### config.mk
export PLATFORM = sky130hd
export DESIGN_NAME = dmx_frame_sequencer
export DESIGN_NICKNAME = d
export VERILOG_FILES = /design/src/rtl/dmx_frame_sequencer.sv
export SDC_FILE = /design/constraint.sdc
export NUM_CORES = 1
export LEC_CHECK = 0
export ABC_AREA = 0
export BUFFER_PORTS_ARGS = -buffer_cell sky130_fd_sc_hd__buf_2
export CAP_MARGIN = 20
export CORE_ASPECT_RATIO = 1.1
export CORE_MARGIN = 3
export CORE_UTILIZATION = 45
export CTS_CLUSTER_SIZE = 14
export DETAILED_ROUTE_END_ITERATION = 7
export HOLD_SLACK_MARGIN = 0.06
export PLACE_DENSITY_LB_ADDON = 0.25
export SKIP_LAST_GASP = 1
export SYNTH_ARGS = -nofsm -noshare
export SYNTH_HDL_FRONTEND = slang
export SYNTH_SLANG_ARGS = --single-unit
### constraint.sdc
create_clock -name clk_In -period 2.5 [get_ports clk_In]
set_input_delay 0.375 -clock clk_In [delete_from_list [all_inputs] [get_ports clk_In]]
set_output_delay 0.375 -clock clk_In [all_outputs]
set_load 0.05 [all_outputs]
### src/rtl/dmx_frame_sequencer.sv
`timescale 1ns/1ps
// DMX512 frame sequencer: break, mark-after-break, start code, then NUM_SLOTS slot-RAM bytes onto TX.
// Latency: TX drops 1 clk after an accepted frame_tick; slot RAM data is expected 1 clk after rd_en.
// No backpressure: ticks while busy are dropped (overrun); DMX_SEQ_AUTO_REFRESH_EN self-retriggers after a gap.
module dmx_frame_sequencer #(
    parameter int unsigned BIT_DIV    = 48,
    parameter int unsigned BREAK_BITS = 25,
    parameter int unsigned MAB_BITS   = 3,
    parameter int unsigned NUM_SLOTS  = 512,
    parameter logic [7:0]  START_CODE = 8'h00,
    parameter int unsigned GAP_BITS   = 4
) (
    input  logic       clk_In,
    input  logic       rst_n,
    input  logic       enable,
    input  logic       frame_tick,
    output logic       rd_en,
    output logic [8:0] rd_addr,
    input  logic [7:0] rd_data,
    output logic       TX,
    output logic       busy,
    output logic       frame_done,
    output logic       overrun
);

    localparam int unsigned      DIV_W      = (BIT_DIV > 1) ? $clog2(BIT_DIV) : 1;
    localparam logic [DIV_W-1:0] DIV_LAST   = DIV_W'(BIT_DIV - 1);
    localparam logic [4:0]       BREAK_LAST = 5'(BREAK_BITS - 1);
    localparam logic [4:0]       MAB_LAST   = 5'(MAB_BITS - 1);
    localparam logic [9:0]       SLOT_LAST  = 10'(NUM_SLOTS);

    if (BIT_DIV < 2 || BREAK_BITS < 1 || BREAK_BITS > 31 || MAB_BITS < 1 || MAB_BITS > 31 ||
        NUM_SLOTS < 1 || NUM_SLOTS > 512 || GAP_BITS < 1 || GAP_BITS > 31) begin : g_param_check
        $error("dmx_frame_sequencer: parameter out of range");
    end

    typedef enum logic [1:0] {
        S_IDLE  = 2'd0,
        S_BREAK = 2'd1,
        S_MAB   = 2'd2,
        S_SLOT  = 2'd3
    } state_t;

    state_t           r_state;
    state_t           w_state_nxt;
    logic [DIV_W-1:0] r_div;
    logic [4:0]       r_bit;
    logic [9:0]       r_slot;
    logic [7:0]       r_shift;
    logic             r_tx;
    logic             r_rd_en;
    logic [8:0]       r_rd_addr;
    logic             r_done;
    logic             r_ovr;

    logic       w_div_end;
    logic       w_start;
    logic       w_cnt_en;
    logic       w_ovr_nxt;
    logic       w_tx_nxt;
    logic       w_rd_en_nxt;
    logic [8:0] w_rd_addr_nxt;
    logic       w_done_nxt;
    logic       w_reload;
    logic       w_ld_start;
    logic       w_ld_data;
    logic       w_shift_en;
    logic       w_slot_inc;

    assign w_div_end = (r_div == '0);
    assign busy      = (r_state != S_IDLE);

`ifdef DMX_SEQ_AUTO_REFRESH_EN
    localparam logic [4:0] GAP_LAST = 5'(GAP_BITS - 1);
    logic r_gap_done;
    logic w_gap_end;

    // IDLE reuses the bit timers to measure the inter-frame gap, then parks once it has elapsed.
    assign w_gap_end = w_div_end && (r_bit == GAP_LAST);
    assign w_start   = enable && (r_gap_done || w_gap_end);
    assign w_cnt_en  = busy || (!r_gap_done && !w_gap_end);
    assign w_ovr_nxt = 1'b0;

    always_ff @(posedge clk_In or negedge rst_n) begin
        if (!rst_n) begin
            r_gap_done <= 1'b0;
        end else if (busy) begin
            r_gap_done <= 1'b0;
        end else if (w_gap_end) begin
            r_gap_done <= 1'b1;
        end
    end
`else
    assign w_start   = frame_tick && enable;
    assign w_cnt_en  = busy;
    assign w_ovr_nxt = frame_tick && busy;
`endif

    always_ff @(posedge clk_In or negedge rst_n) begin
        if (!rst_n) begin
            r_state <= S_IDLE;
        end else begin
            r_state <= w_state_nxt;
        end
    end

    always_comb begin
        w_state_nxt   = r_state;
        w_tx_nxt      = r_tx;
        w_rd_en_nxt   = 1'b0;
        w_rd_addr_nxt = r_rd_addr;
        w_done_nxt    = 1'b0;
        w_reload      = 1'b0;
        w_ld_start    = 1'b0;
        w_ld_data     = 1'b0;
        w_shift_en    = 1'b0;
        w_slot_inc    = 1'b0;
        case (r_state)
            S_IDLE: begin
                w_tx_nxt = 1'b1;
                if (w_start) begin
                    w_state_nxt = S_BREAK;
                    w_tx_nxt    = 1'b0;
                    w_reload    = 1'b1;
                end
            end
            S_BREAK: begin
                if (w_div_end && r_bit == BREAK_LAST) begin
                    w_state_nxt   = S_MAB;
                    w_tx_nxt      = 1'b1;
                    w_reload      = 1'b1;
                    w_rd_en_nxt   = 1'b1;
                    w_rd_addr_nxt = 9'd0;
                end
            end
            S_MAB: begin
                if (w_div_end && r_bit == MAB_LAST) begin
                    w_state_nxt = S_SLOT;
                    w_tx_nxt    = 1'b0;
                    w_reload    = 1'b1;
                    w_ld_start  = 1'b1;
                end
            end
            S_SLOT: begin
                // r_bit: 0 start, 1..8 data LSB first, 9..10 stop
                if (w_div_end) begin
                    if (r_bit == 5'd0) begin
                        w_tx_nxt = r_shift[0];
                    end else if (r_bit <= 5'd8) begin
                        w_shift_en = 1'b1;
                        w_tx_nxt   = (r_bit == 5'd8) ? 1'b1 : r_shift[1];
                    end else if (r_bit == 5'd9) begin
                        w_tx_nxt = 1'b1;
                        // slot 1 was fetched during MAB; later slots are fetched one slot ahead
                        if (r_slot != 10'd0 && r_slot != SLOT_LAST) begin
                            w_rd_en_nxt   = 1'b1;
                            w_rd_addr_nxt = r_slot[8:0];
                        end
                    end else begin
                        w_reload = 1'b1;
                        if (r_slot == SLOT_LAST) begin
                            w_state_nxt = S_IDLE;
                            w_tx_nxt    = 1'b1;
                            w_done_nxt  = 1'b1;
                        end else begin
                            w_tx_nxt   = 1'b0;
                            w_ld_data  = 1'b1;
                            w_slot_inc = 1'b1;
                        end
                    end
                end
            end
            default: begin
                w_state_nxt = S_IDLE;
                w_tx_nxt    = 1'b1;
            end
        endcase
    end

    always_ff @(posedge clk_In or negedge rst_n) begin
        if (!rst_n) begin
            r_div     <= DIV_LAST;
            r_bit     <= 5'd0;
            r_slot    <= 10'd0;
            r_shift   <= 8'h00;
            r_tx      <= 1'b1;
            r_rd_en   <= 1'b0;
            r_rd_addr <= 9'd0;
            r_done    <= 1'b0;
            r_ovr     <= 1'b0;
        end else begin
            r_tx      <= w_tx_nxt;
            r_rd_en   <= w_rd_en_nxt;
            r_rd_addr <= w_rd_addr_nxt;
            r_done    <= w_done_nxt;
            r_ovr     <= w_ovr_nxt;

            if (w_reload) begin
                r_div <= DIV_LAST;
                r_bit <= 5'd0;
            end else if (w_cnt_en) begin
                if (w_div_end) begin
                    r_div <= DIV_LAST;
                    r_bit <= r_bit + 5'd1;
                end else begin
                    r_div <= r_div - 1'b1;
                end
            end

            if (w_ld_start) begin
                r_slot <= 10'd0;
            end else if (w_slot_inc) begin
                r_slot <= r_slot + 10'd1;
            end

            if (w_ld_start) begin
                r_shift <= START_CODE;
            end else if (w_ld_data) begin
                r_shift <= rd_data;
            end else if (w_shift_en) begin
                r_shift <= {1'b0, r_shift[7:1]};
            end
        end
    end

    assign TX         = r_tx;
    assign rd_en      = r_rd_en;
    assign rd_addr    = r_rd_addr;
    assign frame_done = r_done;
    assign overrun    = r_ovr;

endmodule

==> results.md <==
* Design area at 2810 um^2
* Crit path capture type: flop
* CTS Buffer Depth at 2
* Arr. time, crit path at 2.52 ns
* CP Buf/Inv Count at 2
* Area leader, netlist: dfrtp_1
* Top post-synthesis cells by area: dfrtp_1, dfstp_2, ha_1
* Placed cell areas at 2710 um^2
* Max_cap viols at 0
* Initial antenna violation count at 0
* DIE WIDTH at 76.7 um
* Crit-path leading delay family: simple AND/OR/NAND/NOR gates
* Metal-1 WL at 2390 um
* CTS HTree Levels at 2
* Die Span Y at 83.8 um
* CP max stage cell: or3b_1
* Post-synth EDFFs at 0
* Final WL at 5080 um
* Final ANT Viol Nets at 0
* Num rows at 27
* WL/cell at 14.4 um
* DRC at 0
* Worst Tran Pin Value at 0.971 ns
* Crit start category: flop
* Ys Warns at 0
* Post-detail-place hpwl at 3720 um
* First-pass GRT wire length at 8780 um
* DRT Pass-1 Iters at 4
* F_max at 0.429 GHz
* Post-synthesis mux area share at 4.60%
* Final Skew at 0.00295 ns
* Worst Hold Class: input pin to asynchronous set/reset pin
* Fillers at 472
* Initial core utilization at 47.9%
* Yosys reg bits at 44
* Period utilisation layout at 93.3%
* Core area at 5170 um^2
* Crit path time final at 2.33 ns
* Synth Instances at 248
* Yosys top cell area share at 38.4%
* Fin. Hold Viols at 0
* Total power at 1180 uW
* Area added between synthesis and finish at 13.5%
* Post-Synth Adder-Cell Area at 5.56%
* Highest routed metal layer: met4
* Crit path from: r_bit[0]$_DFFE_PN0P_
* Run status: completed
* Worst path depth at 7
* Largest net degree at the start of global routing at 45
* Post-synthesis cell type count at 53
* Mean Syn Cell Area at 9.99 um^2
* Cell Area, Synth at 2480 um^2
* Endpoints failing setup at 0
* Routability cong. at 0.899
* Combinational family with the most area after synthesis: simple AND/OR/NAND/NOR gates
* I/O pin count at 26
* Fin nets at 304
* IO buf count at 25
* Setup TNS at 0 ns
* Compound-gate portion of the synthesized area at 16.5%
* Die ar. at 6430 um^2
* Crit path max fanout at 6
* Worst r2r path cells at 7
* Clock Latency Late Sink at 0.29 ns
* Clk sinks at 44
* Vias/cell at 5.48
* CTS tree: done
* WS Path Type: flop to flop
* Vias in the first global route at 1883
* Max Slew Vio Count at 0
* Pleak at 0.00130 uW
* Fin Hold WS at 0.236 ns
* Post-synthesis sequential area ratio at 44.7%
* Predominant post-synthesis flop cell: dfrtp_1
* PwrDens at 418 nW/um^2
* Reg clk slew, reported paths at 0.08 ns
* XOR/XNOR Fraction of Synth Area at 3.89%
* Maximum vdd drop at 0.000235 V
* CTS Buf Count at 5
* Post-Synth Simple-Gate Area at 19.8%
* Critical Path RT at 2.69 ns
* Gr usage total at 16.8%
* CP max stage delay at 0.45 ns
* Crit-path cells: inv_1 -> ha_1 -> or3b_1 -> a2111oi_4 -> nand2_2 -> buf_4 -> a211oi_1
* Met2 routed WL at 2410 um
* Synthesized Nets at 271
* Clock root buffer: clkbuf_8
* N_diodes at 0
* Gr ovfl total at 0
* Post-synth ARST share at 100%
* Critical register-to-register path startpoint: r_bit[0]$_DFFE_PN0P_
* DR iter-0 viols at 73
* WL met3 at 166 um
* Max_slew headroom at 35.2%
* Vias at 1935
* Ratio of cells with drive above 1 in the final layout at 22.4%
## Yosys cell counts, drive strengths merged (2+ instances only)
| library cell | count |
|---|---|
| a32oi | 3 |
| nand3b | 2 |
| inv | 14 |
| and3 | 4 |
| a21oi | 6 |
| nand4b | 2 |
| nand3 | 13 |
| nor3 | 2 |
| ha | 11 |
| buf | 7 |
| nor2 | 30 |
| mux2 | 3 |
| xor2 | 8 |
| a21boi | 2 |
| xnor2 | 3 |
| dfrtp | 38 |
| a2bb2oi | 2 |
| dfstp | 6 |
| a211oi | 8 |
| o22ai | 2 |
| nand2 | 17 |
| nor2b | 3 |
| clkbuf | 6 |
| nand2b | 2 |
| nor3b | 2 |
| mux2i | 8 |
| nand4 | 4 |
| o21ai | 10 |
| nor4b | 2 |
| nor4 | 3 |
| a22o | 9 |
## cell type report
class                   count  area (um^2)  area share, %
multi-input cells         177         1250           44.5
flip-flops and latches     44         1110           39.4
repair buffers             39          230           8.19
well taps                  72         90.1           3.20
clock buffers               6         72.6           2.58
inverters                  14         52.6           1.87
clock inverters             1         5.00          0.178
## report_power, final
group	internal, uW	total, uW	switching (uW)	leakage (uW)
combinational	13.8	36.8	23.0	0.000717
clock	190	416	226	0.0000410
sequential	719	723	4.06	0.000542
total	923	1180	253	0.00130
## placed cells by master, fill, tap and decap left out, types with 3 or more instances in the layout
cell type   n
mux2i_1     8
nor2_1     30
nand3_1    13
a22o_1      9
o21ai_0     9
nor2b_1     3
nor4_1      3
a211oi_1    6
xnor2_1     3
clkbuf_8    5
nand2_1    16
a32oi_1     3
nand4_1     4
xor2_1      8
inv_1      14
ha_1       11
buf_2      25
dfstp_2     6
and3_1      4
dfrtp_1    38
buf_4      14
mux2_2      3
a21oi_1     6
## final timing paths
kind | to | slack (ns)
worst max-delay path | r_shift[6]$_DFFE_PN0P_ | 0.17
worst min-delay path | r_shift[4]$_DFFE_PN0P_ | 0.24
worst max register to register | r_shift[6]$_DFFE_PN0P_ | 0.17
worst min register to register | r_div[1]$_DFFE_PN1P_ | 0.50
max in group asynchronous | r_bit[2]$_DFFE_PN0P_ | 1.67
min in group clk_In | r_shift[7]$_DFFE_PN0P_ | 0.31
## worst reg2reg max path, stage by stage (launching register included)
cell and delay, ns:
dfrtp_1 0.43, inv_1 0.11, ha_1 0.27, or3b_1 0.45
a2111oi_4 0.40, nand2_2 0.17, buf_4 0.18, a211oi_1 0.22
## repair_timing
| action | in CTS | in global routing |
|---|---|---|
| hold buffers | 0 | 0 |
| buffers inserted | 0 | 2 |
| gates resized for setup | 0 | 2 |
| setup endpoints to repair | 0 | 12 |
## flip-flops by register name, indices dropped and copies added, names as in the netlist
signal,count
r_slot,10
rd_addr,9
r_shift,8
r_div,6
r_bit,5
r_state,2
TX,1
frame_done,1
overrun,1
rd_en,1
## routing by layer
metal	GRT usage, %	up-vias
li1	-	950
met1	21.7	946
met2	27.7	31
met3	3.35	8
met4	6.59	0
met5	0	-
## metrics by stage
step | instances | utilization, % | worst slack, ns
2_1_floorplan | 248 | - | 0.312
3_3_place_gp | 344 | 52.5 | 0.196
3_5_place_dp | 344 | 52.5 | 0.130
4_1_cts | 351 | 54.0 | 0.0993
5_1_grt | 353 | 54.4 | -0.0171
6_report | 353 | 54.4 | 0.168
## logic make-up after synthesis
| family | count (synthesis) |
|---|---|
| and+or+nand+nor | 93 |
| AOI/OAI and AO/OA | 51 |
| DFF | 44 |
| buffers and inverters | 27 |
| muxes | 11 |
| adders and majority gates | 11 |
| xor gates and xnor gates | 11 |
Note: power is estimated with default switching activity, not from simulation.
